$ cat config.mk
export PLATFORM = sky130hd
export DESIGN_NAME = ac97_square_mixer
export DESIGN_NICKNAME = d
export VERILOG_FILES = /design/src/rtl/ac97_audio_pkg.sv /design/src/rtl/ac97_sat20.sv /design/src/rtl/ac97_square_mixer.sv
export SDC_FILE = /design/constraint.sdc
export NUM_CORES = 1
export LEC_CHECK = 0
export CAP_MARGIN = 10
export CORE_UTILIZATION = 53
export CTS_CLUSTER_DIAMETER = 150
export CTS_CLUSTER_SIZE = 16
export DETAILED_ROUTE_END_ITERATION = 8
export GPL_TIMING_DRIVEN = 0
export MAX_ROUTING_LAYER = met4
export PLACE_DENSITY = 0.91
export SLEW_MARGIN = 30
export SYNTH_ARGS = -nofsm -noshare
export SYNTH_HDL_FRONTEND = slang
export SYNTH_SLANG_ARGS = --single-unit
$ cat constraint.sdc
create_clock -name ac97_bitclk -period 12.3 [get_ports ac97_bitclk]
set_input_delay 1.845 -clock ac97_bitclk [delete_from_list [all_inputs] [get_ports ac97_bitclk]]
set_output_delay 1.845 -clock ac97_bitclk [all_outputs]
set_load 0.01 [all_outputs]
$ cat src/rtl/ac97_audio_pkg.sv
// Shared AC97 audio types, sample limits and duty-cycle decoding.
package ac97_audio_pkg;

  localparam int SLOT_W = 20;
  localparam logic signed [SLOT_W-1:0] SAMPLE_MAX = 20'sh7FFFF;
  localparam logic signed [SLOT_W-1:0] SAMPLE_MIN = 20'sh80000;

  typedef enum logic [1:0] {
    DUTY_12 = 2'b00,
    DUTY_25 = 2'b01,
    DUTY_50 = 2'b10,
    DUTY_75 = 2'b11
  } duty_e;

  typedef enum logic [1:0] {
    IDLE,
    MIX,
    DONE
  } state_e;

  // Number of high eighths of the period (wave is high while p3 < threshold).
  function automatic logic [2:0] duty_thr(input duty_e d);
    case (d)
      DUTY_12: duty_thr = 3'd1;
      DUTY_25: duty_thr = 3'd2;
      DUTY_50: duty_thr = 3'd4;
      default: duty_thr = 3'd6;
    endcase
  endfunction

endpackage

$ cat src/rtl/ac97_sat20.sv
// Combinational signed saturation of a wide accumulator to a 20-bit sample.
module ac97_sat20
  import ac97_audio_pkg::*;
#(
  parameter int ACC_W = 23
) (
  input  logic signed [ACC_W-1:0]  din,
  output logic signed [SLOT_W-1:0] dout
);

  localparam logic signed [ACC_W-1:0] MAX_EXT = ACC_W'(SAMPLE_MAX);
  localparam logic signed [ACC_W-1:0] MIN_EXT = ACC_W'(SAMPLE_MIN);

  // Clamp to the signed 20-bit range, otherwise pass the low bits through.
  always_comb begin
    dout = din[SLOT_W-1:0];
    if (din > MAX_EXT)      dout = SAMPLE_MAX;
    else if (din < MIN_EXT) dout = SAMPLE_MIN;
  end

endmodule

$ cat src/rtl/ac97_square_mixer.sv
// NUM_CH-voice square-wave generator with a time-multiplexed stereo mixer.
module ac97_square_mixer
  import ac97_audio_pkg::*;
#(
  parameter int NUM_CH    = 4,
  parameter int PHASE_W   = 20,
  parameter int AMP_SHIFT = 12
) (
  input  logic                      ac97_bitclk,
  input  logic                      rst,
  input  logic                      ac97_strobe,
  input  logic [NUM_CH-1:0]         ch_enable,
  input  logic [NUM_CH-1:0]         ch_trigger,
  input  logic [NUM_CH*PHASE_W-1:0] ch_inc,
  input  logic [2*NUM_CH-1:0]       ch_duty,
  input  logic [4*NUM_CH-1:0]       ch_vol,
  input  logic [NUM_CH-1:0]         ch_pan_l,
  input  logic [NUM_CH-1:0]         ch_pan_r,
  output logic [SLOT_W-1:0]         ac97_out_slot3,
  output logic [SLOT_W-1:0]         ac97_out_slot4,
  output logic                      busy,
  output logic                      overrun
);

  localparam int IDX_W = (NUM_CH > 1) ? $clog2(NUM_CH) : 1;
  localparam int ACC_W = 21 + $clog2(NUM_CH);

  state_e state, state_nx;
  logic [IDX_W-1:0]   idx;
  logic [PHASE_W-1:0] phase [NUM_CH];
  logic [NUM_CH-1:0]  trig_pend;
  logic signed [ACC_W-1:0]  acc_l, acc_r;
  logic signed [SLOT_W-1:0] mix_l, mix_r, sat_l, sat_r;
  logic strobe_q;

  logic               strobe_edge, process, last;
  logic [31:0]        sel;
  logic [PHASE_W-1:0] inc_sel, phase_new;
  logic [2:0]         p3;
  logic [3:0]         vol_sel;
  logic               en_sel, trig_sel, high;
  logic signed [ACC_W-1:0] amp, contrib, add_l, add_r;
  logic [NUM_CH-1:0]  clr_mask;

  // Shared per-voice datapath: one adder and one duty compare, steered by idx.
  always_comb begin
    strobe_edge = ac97_strobe & ~strobe_q;
    process     = (state == MIX) && !strobe_edge;
    last        = (idx == IDX_W'(NUM_CH - 1));
    sel         = 32'(idx);
    inc_sel     = ch_inc[sel*PHASE_W +: PHASE_W];
    en_sel      = ch_enable[sel];
    trig_sel    = trig_pend[sel] | ch_trigger[sel];
    phase_new   = (!en_sel || trig_sel) ? '0 : phase[idx] + inc_sel;
    p3          = phase_new[PHASE_W-1 -: 3];
    high        = p3 < duty_thr(duty_e'(ch_duty[sel*2 +: 2]));
    vol_sel     = ch_vol[sel*4 +: 4];
    amp         = $signed(ACC_W'(vol_sel) << AMP_SHIFT);
    contrib     = '0;
    if (en_sel) contrib = high ? amp : -amp;
    add_l       = ch_pan_l[sel] ? contrib : '0;
    add_r       = ch_pan_r[sel] ? contrib : '0;
    clr_mask    = process ? (NUM_CH'(1) << idx) : '0;
  end

  // Next-state logic; a strobe restarts the mix from any state.
  always_comb begin
    state_nx = state;
    case (state)
      IDLE:    state_nx = IDLE;
      MIX:     if (last) state_nx = DONE;
      DONE:    state_nx = IDLE;
      default: state_nx = IDLE;
    endcase
    if (strobe_edge) state_nx = MIX;
  end

  // State register and strobe edge history.
  always_ff @(posedge ac97_bitclk or posedge rst) begin
    if (rst) begin
      state    <= IDLE;
      strobe_q <= 1'b0;
    end else begin
      state    <= state_nx;
      strobe_q <= ac97_strobe;
    end
  end

  // Voice index, phase array and pending retriggers.
  always_ff @(posedge ac97_bitclk or posedge rst) begin
    if (rst) begin
      idx       <= '0;
      trig_pend <= '0;
      for (int unsigned i = 0; i < NUM_CH; i++) phase[i] <= '0;
    end else begin
      trig_pend <= (trig_pend | ch_trigger) & ~clr_mask;
      if (strobe_edge)        idx <= '0;
      else if (state == MIX)  idx <= idx + 1'b1;
      if (process) phase[idx] <= phase_new;
    end
  end

  // Accumulators, finished mix, output slots and status flags.
  always_ff @(posedge ac97_bitclk or posedge rst) begin
    if (rst) begin
      acc_l          <= '0;
      acc_r          <= '0;
      mix_l          <= '0;
      mix_r          <= '0;
      ac97_out_slot3 <= '0;
      ac97_out_slot4 <= '0;
      overrun        <= 1'b0;
    end else begin
      if (strobe_edge) begin
        acc_l          <= '0;
        acc_r          <= '0;
        ac97_out_slot3 <= mix_l;
        ac97_out_slot4 <= mix_r;
        if (state == MIX) overrun <= 1'b1;
      end else if (process) begin
        acc_l <= acc_l + add_l;
        acc_r <= acc_r + add_r;
      end
      if (state == DONE) begin
        mix_l <= sat_l;
        mix_r <= sat_r;
      end
    end
  end

  assign busy = (state == MIX);

  ac97_sat20 #(.ACC_W(ACC_W)) u_sat_l (.din(acc_l), .dout(sat_l));
  ac97_sat20 #(.ACC_W(ACC_W)) u_sat_r (.din(acc_r), .dout(sat_r));

endmodule

==> qor.yml <==
status: "completed"
synth_xor_area_share_pct: 3.55
clk_path_buf_depth: 2
syn_avg_cell_area_sq_um: 10.1
cap_violations: 0
viasPerCell: 6.03
seq_area_sq_mm: 0.00370
grt_overflow: 0
drt_iter0_markers: 782
hold_buffers: 0
cts-root-buf: "clkbuf_16"
reg2reg_depth: 32
setup_viol: 0
rrSetupSlack_ps: 3260
finalNonFillerCells: 1292
netlist.top_cell.by_area: "dfrtp_1"
clkSlewWorstSetupHoldPaths_ps: 60
power_density_mw_per_mm2: 253
synthSimpleGateAreaFrac_pct: 14.1
ys_ff_latch: 148
cp.required_ps: 12650
yosysSeqAreaShare_pct: 41.7
synth.top_cell.area_share_pct: 41.7
syn_inst: 879
netlist_top_cells_area: "dfrtp_1 42%, mux4_2 12%, nand2_1 8.7%"
ir_worst_vdd_uv: 159
placedCellCount: 1260
synth_top_family_by_area: "multiplexers"
num_vias: 7794
slowest_stage: "buf_1"
r2r-start: "idx[1]$_DFFE_PP0P_"
crit_path_start_kind: "register"
htree_levels: 4
r2r-end: "acc_r[22]$_DFFE_PP0P_"
antenna_left: 0
clock_skew_ps: 12.0
worstHoldStart: "overrun$_DFFE_PP0P_"
crit_fanout: 10
chipWidth_um: 132
place.gp.congestion: 0.947
die_area_sq_mm: 0.0173
yosys-mux-area-fraction_pct: 14.9
rows: 46
power.total_w: 0.00289
antenna_found_initial: 0
cts_buffers: 17
start_util_pct: 55.2
postCtsSetupBuffers: 0
whs_endpoint: "overrun$_DFFE_PP0P_"
worstHoldPathType: "register to register"
tightestPinTransition_ps: 928
clk_latency_ps: 430
synth_compound_area_share_pct: 13.7
grt_first_pass_wirelength_um: 40000
drc: 0
placed_cell_area_sq_mm: 0.0108
hold_viol: 0
cts_num_sinks: 148
final_nets: 1236
crit_buf_inv: 3
wl_per_cell_um: 18.9
drive_above_1_share_pct: 12.1
critPathTopFamily: "compound AO/OA/AOI/OAI gates"
final_cell_area_sq_mm: 0.0114
fmax_ghz: 0.111
fin_crit_ps: 9040
synth_fp_nets: 1052
synth_warnings: 0
whs_path_depth: 1
dp_hpwl_um: 17500
ys_types: 43
grt_pass1_vias: 8089
grt_start_max_net_pins: 91
fin_crit_sh_pct: 73.5
critPathMaxStageDelay_ps: 600
end_kind: "register"
maxSlewViolCount: 0
p_leak_nw: 5.19
cts_tree: "yes"
netlist_area_sq_mm: 0.00889
synthAdderAreaFrac_pct: 7.29
wl_um: 24400
port_buffers: 164
syn2layout_area_growth_pct: 28.7
cts_resized: 0
rsz0062_at_grt: "no"
die_h_um: 132
criticalPathCategory: "register to register"
num_antenna_cells: 0
grt_usage_pct: 30.7
cp_common_cell: "a21oi_1"
drt_first_pass_iters: 7
fillers: 1092
fin_tns_setup_ps: 0
multi_input_area_sq_mm: 0.00476
timing.hold.ws_ps: 461
worst-endpoint-arrival_ps: 9390
max-slew-margin-rel_pct: 38.1
pin_count: 165
core_sq_mm: 0.0161
placed cells by master, fill, tap and decap left out, types with 6 or more instances in the layout:
| cell | instances |
|---|---|
| nand2_1 | 206 |
| clkdlybuf4s50_1 | 164 |
| dfrtp_1 | 148 |
| o31ai_1 | 52 |
| a21oi_1 | 51 |
| mux4_2 | 48 |
| ha_1 | 47 |
| o21ai_0 | 41 |
| clkbuf_1 | 37 |
| nor2_1 | 25 |
| buf_4 | 23 |
| inv_1 | 20 |
| xnor2_1 | 20 |
| clkbuf_16 | 17 |
| xor2_1 | 16 |
| mux2_2 | 16 |
| a21o_1 | 15 |
| nor3_1 | 11 |
| o21bai_1 | 11 |
| nand2b_1 | 10 |
| nand3_1 | 8 |
| o21a_1 | 6 |
| and2_1 | 6 |
| and3_1 | 6 |
| mux2i_1 | 6 |
cell type report:
cell class,instances,area share (%)
Buffer,68,3.04
Clock buffer,20,3.91
Clock inverter,12,1.35
Inverter,22,0.788
Multi-Input combinational cell,641,41.6
Sequential cell,148,32.4
Tap cell,216,2.36
Timing Repair Buffer,165,14.6
kinds of logic after synthesis:
group	Yosys count
fa+ha+maj	50
flops	148
buf+inv	90
simple gates	294
compound gates	191
mux	70
xor+xnor	36
synth_stat cells, drive strengths merged:
cell and count:
nand2 206, dfrtp 148, a21oi 52, o31ai 52
mux4 48, ha 47, o21ai 43, clkbuf 35
buf 33, nor2 25, inv 22, xnor2 20
mux2 16, xor2 16, a21o 15, nor3 11
o21bai 11, nand2b 10, nand3 8, and2 6
and3 6, mux2i 6, o21a 6, a31oi 5
or3 5, nand4b 4, nor2b 4, a211oi 3
fa 3, nand3b 3, nand4 2, nor4b 2
a2111o 1, a211o 1, a221o 1, nor3b 1
o211ai 1, or2 1
worst max path at each step:
stage | from | end | slack, ps | cells after the start
CTS | idx[1]$_DFFE_PP0P_ | acc_r[22]$_DFFE_PP0P_ | 3380 | 32
floorplan | ch_inc[60] | acc_l[22]$_DFFE_PP0P_ | 4740 | 29
global route | idx[1]$_DFFE_PP0P_ | acc_l[22]$_DFFE_PP0P_ | 2730 | 33
detailed placement | ch_inc[60] | acc_r[22]$_DFFE_PP0P_ | 3300 | 30
finish | idx[1]$_DFFE_PP0P_ | acc_r[22]$_DFFE_PP0P_ | 3260 | 32
global placement | ch_inc[60] | acc_r[22]$_DFFE_PP0P_ | 3440 | 30
sequential cells by signal (all words and copies together) (netlist names):
signal,cells
mix_l,9
overrun,1
strobe_q,1
acc_r,11
mix_r,9
acc_l,11
state,2
idx,2
ac97_out_slot4,9
ac97_out_slot3,9
trig_pend,4
phase,80
through the flow:
| stage | worst slack [ps] | util [%] |
|---|---|---|
| global route | 2730 | 71.0 |
| detailed placement | 3300 | 67.2 |
| CTS | 3380 | 71.0 |
| finish | 3260 | 71.0 |
| global placement | 3440 | 67.0 |
| floorplan | 4740 | - |
where the power goes:
part	total [W]	switching (W)	internal [W]
clock	0.000533	0.000209	0.000324
sequential	0.000785	0.000119	0.000666
combinational	0.00158	0.000897	0.000680
total	0.00289	0.00122	0.00167
layer usage:
layer  wire (um)  global-route usage (%)
met4        1250                    18.5
met1        9000                    34.1
met5           0                       -
met2       12400                    51.4
met3        1750                    5.71
(Power assumes the default switching activity.)
